===== config.mk =====
export PLATFORM = sky130hd
export DESIGN_NAME = lc3_pipe_controller
export DESIGN_NICKNAME = d
export VERILOG_FILES = /design/src/rtl/lc3_pipe_controller.sv
export SDC_FILE = /design/constraint.sdc
export NUM_CORES = 1
export LEC_CHECK = 0
export CORE_MARGIN = 2
export CORE_UTILIZATION = 44
export CTS_CLUSTER_DIAMETER = 150
export DETAILED_ROUTE_END_ITERATION = 10
export MAX_ROUTING_LAYER = met4
export PLACE_DENSITY = 0.77
export SETUP_SLACK_MARGIN = 0.15
export SYNTH_ARGS = -nofsm -noshare
export SYNTH_HDL_FRONTEND = slang
export SYNTH_SLANG_ARGS = --single-unit
export TNS_END_PERCENT = 20

===== constraint.sdc =====
create_clock -name clock -period 1.5 [get_ports clock]
set_clock_uncertainty 0.2 [all_clocks]
set_input_delay 0.3 -clock clock [delete_from_list [all_inputs] [get_ports clock]]
set_output_delay 0.3 -clock clock [all_outputs]
set_load 0.005 [all_outputs]

===== src/rtl/lc3_pipe_controller.sv =====
// LC3 F/D/E/W pipeline sequencer.
// Stalls fetch behind BR/JMP until the branch resolves, and freezes the pipeline
// while the data-memory FSM serves LD/LDR/LDI/ST/STR/STI.
// Optional data-access timeout is built when LC3_CTRL_MEM_TIMEOUT_EN is defined.
module lc3_pipe_controller #(
  parameter int MEM_TIMEOUT = 32'sd64
) (
  input  logic        clock,
  input  logic        reset,
  input  logic [15:0] imem_dout,
  input  logic [2:0]  nzp,
  input  logic        complete_data,
  output logic        enable_fetch,
  output logic        enable_updatepc,
  output logic        br_taken,
  output logic        enable_decode,
  output logic        enable_execute,
  output logic        enable_writeback,
  output logic [1:0]  mem_state,
  output logic        mem_err
);

  typedef enum logic [2:0] {
    RUN     = 3'd0,
    BR_WAIT = 3'd1,
    MEM_IND = 3'd2,
    MEM_RD  = 3'd3,
    MEM_WR  = 3'd4
  } state_t;

  state_t     state_r;
  logic       vd_r, ve_r, vw_r;
  logic [6:0] op_d_r, op_e_r, op_w_r;
  logic [2:0] br_cond_r;
  logic       br_jmp_r;
  logic [1:0] br_cnt_r;
  logic       ret_br_r;    // freeze interrupted a branch wait; go back to it afterwards

  logic flow_s, in_mem_s, mem_haz_s, fetch_s, ctrl_haz_s, resolve_s, timeout_s;

  function automatic logic op_regwrite(input logic [3:0] opc);
    case (opc)
      4'b0001, 4'b0101, 4'b1001, 4'b0010, 4'b0110, 4'b1010, 4'b1110: op_regwrite = 1'b1;
      default: op_regwrite = 1'b0;
    endcase
  endfunction

  function automatic logic op_is_mem(input logic [3:0] opc);
    case (opc)
      4'b0010, 4'b0110, 4'b1010, 4'b0011, 4'b0111, 4'b1011: op_is_mem = 1'b1;
      default: op_is_mem = 1'b0;
    endcase
  endfunction

  function automatic logic op_is_load(input logic [3:0] opc);
    case (opc)
      4'b0010, 4'b0110, 4'b1010: op_is_load = 1'b1;
      default: op_is_load = 1'b0;
    endcase
  endfunction

  function automatic logic op_is_indirect(input logic [3:0] opc);
    case (opc)
      4'b1010, 4'b1011: op_is_indirect = 1'b1;
      default: op_is_indirect = 1'b0;
    endcase
  endfunction

  function automatic logic op_is_ctrl(input logic [3:0] opc);
    case (opc)
      4'b0000, 4'b1100: op_is_ctrl = 1'b1;
      default: op_is_ctrl = 1'b0;
    endcase
  endfunction

  // Memory freeze outranks the control hazard: a mem op in E blocks fetch entirely.
  assign flow_s     = (state_r == RUN) || (state_r == BR_WAIT);
  assign in_mem_s   = (state_r == MEM_IND) || (state_r == MEM_RD) || (state_r == MEM_WR);
  assign mem_haz_s  = flow_s & ve_r & op_is_mem(op_e_r[6:3]);
  assign fetch_s    = (state_r == RUN) & ~mem_haz_s;
  assign ctrl_haz_s = fetch_s & op_is_ctrl(imem_dout[15:12]);
  assign resolve_s  = (state_r == BR_WAIT) & ~mem_haz_s & (br_cnt_r == 2'd2);

`ifdef LC3_CTRL_MEM_TIMEOUT_EN
  localparam int CW = $clog2(MEM_TIMEOUT) + 1;
  logic [CW-1:0] tmo_cnt_r;

  assign timeout_s = in_mem_s & ~complete_data & (tmo_cnt_r == CW'(MEM_TIMEOUT - 1));

  // Count cycles spent waiting on the current data access; restart per access.
  always_ff @(posedge clock) begin
    if (reset || !in_mem_s || complete_data || timeout_s) begin
      tmo_cnt_r <= '0;
    end else begin
      tmo_cnt_r <= tmo_cnt_r + CW'(1);
    end
  end
`else
  logic [31:0] unused_timeout_s;
  assign unused_timeout_s = MEM_TIMEOUT;
  assign timeout_s = 1'b0;
`endif

  logic unused_s;
  assign unused_s = ^{op_w_r[2:0], imem_dout[8:0]};

  // Decode the registered pipeline state into stage enables; reset forces the idle pattern.
  always_comb begin
    enable_fetch     = 1'b0;
    enable_updatepc  = 1'b0;
    br_taken         = 1'b0;
    enable_decode    = 1'b0;
    enable_execute   = 1'b0;
    enable_writeback = 1'b0;
    mem_state        = 2'd3;
    mem_err          = 1'b0;
    if (reset) begin
      mem_state = 2'd3;
    end else begin
      enable_fetch     = fetch_s;
      enable_updatepc  = (fetch_s & ~ctrl_haz_s) | resolve_s;
      br_taken         = resolve_s & (br_jmp_r | (|(br_cond_r & nzp)));
      enable_decode    = flow_s & ~mem_haz_s & vd_r;
      enable_execute   = flow_s & ve_r;
      enable_writeback = flow_s & vw_r & op_regwrite(op_w_r[6:3]);
      mem_err          = timeout_s;
      case (state_r)
        MEM_IND: mem_state = 2'd1;
        MEM_RD:  mem_state = 2'd0;
        MEM_WR:  mem_state = 2'd2;
        default: mem_state = 2'd3;
      endcase
    end
  end

  // Pipeline sequencer: advances valids/opcodes, tracks branch wait and memory access phases.
  always_ff @(posedge clock) begin
    if (reset) begin
      state_r   <= RUN;
      vd_r      <= 1'b0;
      ve_r      <= 1'b0;
      vw_r      <= 1'b0;
      op_d_r    <= 7'd0;
      op_e_r    <= 7'd0;
      op_w_r    <= 7'd0;
      br_cond_r <= 3'd0;
      br_jmp_r  <= 1'b0;
      br_cnt_r  <= 2'd0;
      ret_br_r  <= 1'b0;
    end else begin
      case (state_r)
        RUN, BR_WAIT: begin
          if (mem_haz_s) begin
            // Address calc happens now; D and E hold, W drains to a bubble.
            vw_r     <= 1'b0;
            ret_br_r <= (state_r == BR_WAIT);
            if (op_is_indirect(op_e_r[6:3])) begin
              state_r <= MEM_IND;
            end else if (op_is_load(op_e_r[6:3])) begin
              state_r <= MEM_RD;
            end else begin
              state_r <= MEM_WR;
            end
          end else begin
            vd_r   <= fetch_s;
            if (fetch_s) begin
              op_d_r <= imem_dout[15:9];
            end
            ve_r   <= vd_r;
            op_e_r <= op_d_r;
            vw_r   <= ve_r;
            op_w_r <= op_e_r;
            if (state_r == RUN) begin
              if (ctrl_haz_s) begin
                state_r   <= BR_WAIT;
                br_cnt_r  <= 2'd0;
                br_cond_r <= imem_dout[11:9];
                br_jmp_r  <= (imem_dout[15:12] == 4'b1100);
              end
            end else if (br_cnt_r == 2'd2) begin
              state_r <= RUN;
            end else begin
              br_cnt_r <= br_cnt_r + 2'd1;
            end
          end
        end
        MEM_IND, MEM_RD, MEM_WR: begin
          if (complete_data) begin
            if (state_r == MEM_IND) begin
              state_r <= op_is_load(op_e_r[6:3]) ? MEM_RD : MEM_WR;
            end else begin
              // Access done: the mem op moves on to W, E empties.
              state_r <= ret_br_r ? BR_WAIT : RUN;
              ve_r    <= 1'b0;
              vw_r    <= 1'b1;
              op_w_r  <= op_e_r;
            end
          end else if (timeout_s) begin
            // Abandoned access: drop the op without writeback.
            state_r <= ret_br_r ? BR_WAIT : RUN;
            ve_r    <= 1'b0;
            vw_r    <= 1'b0;
          end
        end
        default: state_r <= RUN;
      endcase
    end
  end

endmodule


==> results of run 1 <==
-- state kept, by name (all words and copies together) (netlist names) --
name       cells
ve_r           1
op_d_r         4
op_e_r         4
br_cond_r      3
vd_r           1
br_jmp_r       1
vw_r           1
ret_br_r       1
state_r        3
op_w_r         4
br_cnt_r       2
-- what timing repair did --
item	in CTS	in global routing
resized for setup	78	18
buffers inserted	13	3
setup endpoints to repair	33	33
pin swaps	15	6
hold buffers	0	0
-- cell usage after synthesis (2+ instances only) --
master     count
o21ai_1        4
o21ai_2        2
clkbuf_1       6
a211oi_1       4
buf_2          2
o32ai_1        2
nor2_1        17
inv_2          2
nor3b_1        2
dfxtp_1       25
nand2_1       24
nor3_1         3
nor2b_1        3
mux2i_1        7
and2_1         2
o31ai_1        2
a2111oi_0      2
nand3_1        3
a21oi_1       17
inv_1          6
a21o_1         2
-- final cells by class --
type	instances	area share, %
Tap cell	33	1.84
Multi-Input combinational cell	123	42.8
Clock buffer	3	1.00
Timing Repair Buffer	81	29.9
Clock inverter	1	0.334
Inverter	8	1.56
Sequential cell	25	22.6
-- worst min path at each step --
stage | start | end
floorplan | complete_data | state_r[1]$_SDFFE_PP0P_
finish | imem_dout[12] | op_d_r[3]$_SDFFE_PP0P_
detailed placement | op_d_r[3]$_SDFFE_PP0P_ | op_e_r[3]$_SDFFE_PP0P_
global route | imem_dout[12] | op_d_r[3]$_SDFFE_PP0P_
CTS | imem_dout[15] | op_d_r[6]$_SDFFE_PP0P_
global placement | op_d_r[3]$_SDFFE_PP0P_ | op_e_r[3]$_SDFFE_PP0P_
-- worst min-delay path, delay by kind of cell --
family	cells	cell delay, ns
AOI/OAI and AO/OA	1	0.05
buffers and inverters	2	0.29
and+or+nand+nor	1	0.05
-- report_power, final --
group | switching [uW] | total (uW) | internal [uW]
clock network | 211 | 313 | 102
logic | 210 | 434 | 224
registers | 24.4 | 728 | 704
total | 445 | 1470 | 1030
-- layer usage --
layer	up-vias	track usage (%)
li1	739	-
met1	747	30.7
met2	51	46.5
met3	13	3.71
met4	0	12.0
met5	-	-
-- metrics by stage --
step	utilization (%)	hold slack, ns
after detailed placement	63.5	0.248
after global placement	63.5	0.243
after CTS	72.1	0.239
after global routing	75.5	0.196
final	75.5	0.197
after floorplan	-	0.197
-- kinds of logic after synthesis --
family,Yosys count,synth area share [%]
XOR/XNOR,1,0.655
multiplexers,7,5.24
adder cells (fa/ha/maj),1,0.935
other,1,0.280
AO/OA/AOI/OAI,52,29.0
AND/OR/NAND/NOR,61,21.2
buffers and inverters,17,5.24
flip-flops,25,37.4
-- cells in the final DEF, fill, tap and decap left out, types with 3 or more instances in the layout --
| cell | count |
|---|---|
| dfxtp_2 | 5 |
| buf_4 | 48 |
| clkdlybuf4s50_1 | 8 |
| inv_2 | 3 |
| dfxtp_1 | 20 |
| nor2b_1 | 3 |
| nor2_1 | 15 |
| o21ai_2 | 3 |
| buf_2 | 7 |
| mux2i_1 | 7 |
| a211oi_2 | 3 |
| clkbuf_4 | 3 |
| o21ai_1 | 3 |
| dlygate4sd2_1 | 3 |
| buf_6 | 14 |
| inv_1 | 4 |
| nand2_1 | 23 |
| a21oi_1 | 14 |
==> flow_metrics.env, run 1 <==
export IMPL_power_total_uw=1470
export IMPL_library_cell_appearing_most_often_on_the_critical_path="buf_6"
export IMPL_met3RoutedLength_um=187
export IMPL_setup_viol=29
export IMPL_critical_path_endpoint="enable_decode"
export IMPL_timing_critical_path_depth=5
export IMPL_die_height_um=59.1
export IMPL_cts_tree="yes"
export IMPL_number_of_flops_mapped_to_enable_cells_by_yosys=0
export IMPL_met1_length_um=1820
export IMPL_rr_endpoint="br_cond_r[0]$_SDFFE_PP0P_"
export IMPL_vias=1550
export IMPL_synth_top_cell_by_area="dfxtp_1"
export IMPL_power_density_cell_area_mw_per_mm2=656
export IMPL_vias_per_cell=5.66
export IMPL_flops_latches_synth=25
export IMPL_dpl_cell_count=254
export IMPL_clock_tree_buffer_depth=2
export IMPL_reg2reg_setup_slack_ns=-0.37
export IMPL_outcome="complete, but fails checks"
export IMPL_critical_path_required_ns=1.00
export IMPL_static_leakage_uw=0.000956
export IMPL_ys_seq_area_share_pct=37.4
export IMPL_place_worst_setup_slack_ns=-0.865
export IMPL_drive_gt1_share_pct=49.4
export IMPL_min_cycle_time_layout_ns=1.97
export IMPL_ff2ff_path_depth=6
export IMPL_place_congestion=0.903
export IMPL_crit_path_max_fanout=4
export IMPL_fmax_mhz=507
export IMPL_syn_cell_area_sq_mm=0.00134
export IMPL_io_pin_count=31
export IMPL_synth_avg_cell_area_sq_um=8.11
export IMPL_nFillCells=196
export IMPL_hp_class="input port to register"
export IMPL_syn_num_nets=188
export IMPL_seqCellArea_sq_um=507
export IMPL_rr_startpoint="state_r[0]$_SDFFE_PP0P_"
export IMPL_final_critical_path_setup_slack_ns=-0.474
export IMPL_worst_path_largest_cell_delay_ns=0.36
export IMPL_path_delay_family="simple AND/OR/NAND/NOR gates"
export IMPL_final_max_slew_viol_count=0
export IMPL_violations="setup timing"
export IMPL_timing_critical_path_from="state_r[1]$_SDFFE_PP0P_"
export IMPL_cp_cell_sequence="buf_6 > or2_4 > a21oi_4 > and3_4 > buf_6"
export IMPL_grt_pass1_wl_um=6960
export IMPL_synth_area_leaders="dfxtp_1 37%, nand2_1 6.7%, a21oi_1 6.4%"
export IMPL_drcViolationCount=0
export IMPL_timing_critical_path_from_type="register"
export IMPL_detailed_place_area_sq_mm=0.00189
export IMPL_synth_top_area_share_pct=37.4
export IMPL_design_final_nets=265
export IMPL_grt_pass1_vias=1510
export IMPL_wire_per_inst_um=16.2
export IMPL_drt_pre_antenna_iters=4
export IMPL_htreeDepth=1
export IMPL_slowest_stage="dfxtp_2"
export IMPL_worst_setup_path_type="register to output port"
export IMPL_grt_overflow=0
export IMPL_routed_wl_um=4450
export IMPL_dp_final_hpwl_um=2940
export IMPL_fin_tns_setup_ns=-7.27
export IMPL_ys_dominant_reg_cell="dfxtp_1"
export IMPL_drtIter0Drc=92
export IMPL_finalHoldViolations=0
export IMPL_numCtsBuffers=3
export IMPL_stdcell_area_sq_mm=0.00225
export IMPL_vdd_ir_drop_max_v=0.000371
export IMPL_min_period_over_period_pct=132
export IMPL_synth_cell_types=49
export IMPL_antenna_diode_count=0
export IMPL_syn_to_final_growth_pct=68.0
export IMPL_grt_total_usage_pct=26.9
export IMPL_grt_setup_unrepaired="true"
export IMPL_critical_path_endpoint_type="output port"
export IMPL_cap_violations=0
export IMPL_arrival_ns=1.47
export IMPL_cts_root_buf="clkbuf_4"
export IMPL_initial_antenna_violation_count=0
export IMPL_multi_input_comb_area_sq_um=962
export IMPL_die_area_sq_mm=0.00350
export IMPL_place_port_buffers=20
export IMPL_floorplan_initialDensity_pct=44.9
export IMPL_die_x_um=59.1
export IMPL_std_cell_rows=20
export IMPL_postSynthCellCount=165
export IMPL_drt_antenna_violating_nets=0
export IMPL_worstPathBufferInverterCount=2
export IMPL_worst_skew_pair_late_latency_ns=0.32
export IMPL_clkSlewWorstSetupHoldPaths_ns=0.14
export IMPL_worstHoldPathCells=4
export IMPL_final_instance_count_excl_fill=274
export IMPL_synthesis_yosys_warnings=0
export IMPL_clock_sinks=25
export IMPL_floorplan_core_area_sq_mm=0.00298
export IMPL_highest_signal_layer="met4"
export IMPL_grt_max_degree=16
export IMPL_asyncSetResetFlopFracSynth_pct=0
export IMPL_route_met2_wl_um=2320
Power figures use the tool's default switching activity.
==> run 2, diff against run 1 <==
--- a/config.mk
+++ b/config.mk
@@ -10,7 +10,8 @@
 export CTS_CLUSTER_DIAMETER = 150
 export DETAILED_ROUTE_END_ITERATION = 10
 export MAX_ROUTING_LAYER = met4
-export PLACE_DENSITY = 0.77
+export PLACE_DENSITY = 0.75
+export REMOVE_ABC_BUFFERS = 1
 export SETUP_SLACK_MARGIN = 0.15
 export SYNTH_ARGS = -nofsm -noshare
 export SYNTH_HDL_FRONTEND = slang
==> flow_metrics.env, run 2 (same netlist as run 1, synthesis figures left out) <==
export IMPL_drcViolationCount=0
export IMPL_worst_skew_pair_late_latency_ns=0.34
export IMPL_std_cell_rows=20
export IMPL_min_period_over_period_pct=134
export IMPL_place_port_buffers=20
export IMPL_grt_setup_unrepaired="true"
export IMPL_min_cycle_time_layout_ns=2.01
export IMPL_violations="setup timing"
export IMPL_top_flop_regs="op_d_r (4), op_e_r (4), op_w_r (4)"
export IMPL_final_critical_path_setup_slack_ns=-0.513
export IMPL_vias_per_cell=5.74
export IMPL_power_density_cell_area_mw_per_mm2=662
export IMPL_drt_antenna_violating_nets=0
export IMPL_reg2reg_setup_slack_ns=-0.50
export IMPL_stdcell_area_sq_mm=0.00227
export IMPL_die_height_um=59.1
export IMPL_clock_tree_buffer_depth=2
export IMPL_clkSlewWorstSetupHoldPaths_ns=0.16
export IMPL_drtIter0Drc=77
export IMPL_vias=1574
export IMPL_grt_overflow=0
export IMPL_drt_pre_antenna_iters=4
export IMPL_dp_final_hpwl_um=2920
export IMPL_power_total_uw=1500
export IMPL_vdd_ir_drop_max_v=0.000600
export IMPL_critical_path_required_ns=1.00
export IMPL_cts_root_buf="clkbuf_4"
export IMPL_layout_cells_most_common="buf_4"
export IMPL_floorplan_initialDensity_pct=44.9
export IMPL_grt_total_usage_pct=28.8
export IMPL_wire_per_inst_um=17.0
export IMPL_place_congestion=0.899
export IMPL_crit_path_max_fanout=4
export IMPL_nFillCells=205
export IMPL_io_pin_count=31
export IMPL_outcome="complete, but fails checks"
export IMPL_multi_input_comb_area_sq_um=968
export IMPL_initial_antenna_violation_count=0
export IMPL_grt_pass1_wl_um=7280
export IMPL_floorplan_core_area_sq_mm=0.00298
export IMPL_finalHoldViolations=0
export IMPL_critical_path_endpoint_type="output port"
export IMPL_syn_to_final_growth_pct=69.5
export IMPL_grt_pass1_vias=1548
export IMPL_antenna_diode_count=0
export IMPL_most_common_layout_cells="45 x buf_4, 23 x nand2_1, 21 x dfxtp_1"
export IMPL_htreeDepth=1
export IMPL_detailed_place_area_sq_mm=0.00189
export IMPL_fmax_mhz=497
export IMPL_numCtsBuffers=3
export IMPL_static_leakage_uw=0.000948
export IMPL_clock_sinks=25
export IMPL_routed_wl_um=4670
export IMPL_cts_tree="yes"
export IMPL_final_max_slew_viol_count=0
export IMPL_seqCellArea_sq_um=510
export IMPL_hp_class="input port to register"
export IMPL_grt_max_degree=15
export IMPL_drive_gt1_share_pct=50.2
export IMPL_worst_setup_path_type="register to output port"
export IMPL_setup_viol=32
export IMPL_die_area_sq_mm=0.00350
export IMPL_arrival_ns=1.51
export IMPL_design_final_nets=265
export IMPL_timing_critical_path_from_type="register"
export IMPL_cap_violations=0
export IMPL_die_x_um=59.1
## run 2: cell types whose count changed in the layout (fill, tap and decap cells not counted), sizes merged
cell | before | now
dlygate4sd2 | 3 | 1
clkdlybuf4s50 | 8 | 10
clkinv | 0 | 1
clkdlybuf4s15 | 0 | 1
dlymetal6s2s | 1 | 0
clkbuf | 3 | 5
buf | 69 | 67
clkinvlp | 1 | 0
## run 2: path summary, 6_finish.rpt
check / from / cells past startpoint / to
min: imem_dout[14] / 3 / op_d_r[5]$_SDFFE_PP0P_
max: state_r[2]$_SDFFE_PP0P_ / 5 / enable_decode
max reg2reg: state_r[0]$_SDFFE_PP0P_ / 7 / br_cond_r[0]$_SDFFE_PP0P_
min reg2reg: op_d_r[6]$_SDFFE_PP0P_ / 2 / op_e_r[6]$_SDFFE_PP0P_
## run 2: worst max-delay path, cell delays in order, from the launching register on
cell and delay, ns:
dfxtp_2 0.36, buf_6 0.13, or2_4 0.28, a21oi_4 0.13, and3_1 0.17, buf_2 0.11
## run 2: layer usage
metal,track usage [%],vias up,part of all wire (%)
met2,51.1,69,54
met4,8.77,0,1.9
met5,-,-,0
li1,-,744,-
met1,32.6,748,39
met3,5.46,13,5.3
## run 2: report_power, final
group	internal, uW	total [uW]	switching (uW)
sequential	701	726	24.6
clock	100	321	221
combinational	239	454	216
total	1040	1500	461
## run 2: through the flow
stage / worst slack, ns / hold WS, ns / utilization [%] / cells / setup TNS, ns
global placement: -0.880 / 0.241 / 63.5 / 256 / -14.31
floorplan: -0.229 / 0.169 / - / 156 / -1.70
global route: -0.582 / 0.211 / 76.1 / 274 / -11.20
detailed placement: -0.859 / 0.248 / 63.5 / 256 / -14.94
finish: -0.513 / 0.224 / 76.1 / 274 / -9.17
CTS: -0.489 / 0.227 / 72.7 / 271 / -7.73
## run 2: final cells by class
class | count | share of cell area, %
clock inverters | 1 | 0.221
inverters | 8 | 1.43
well taps | 33 | 1.82
repair buffers | 81 | 30.3
flip-flops and latches | 25 | 22.5
clock buffers | 3 | 0.993
multi-input cells | 123 | 42.7
## run 2: what timing repair did
item,in CTS,in global routing
hold buffers,0,0
resized for setup,77,27
pin swaps,13,8
setup endpoints to repair,33,33
buffers inserted,11,3
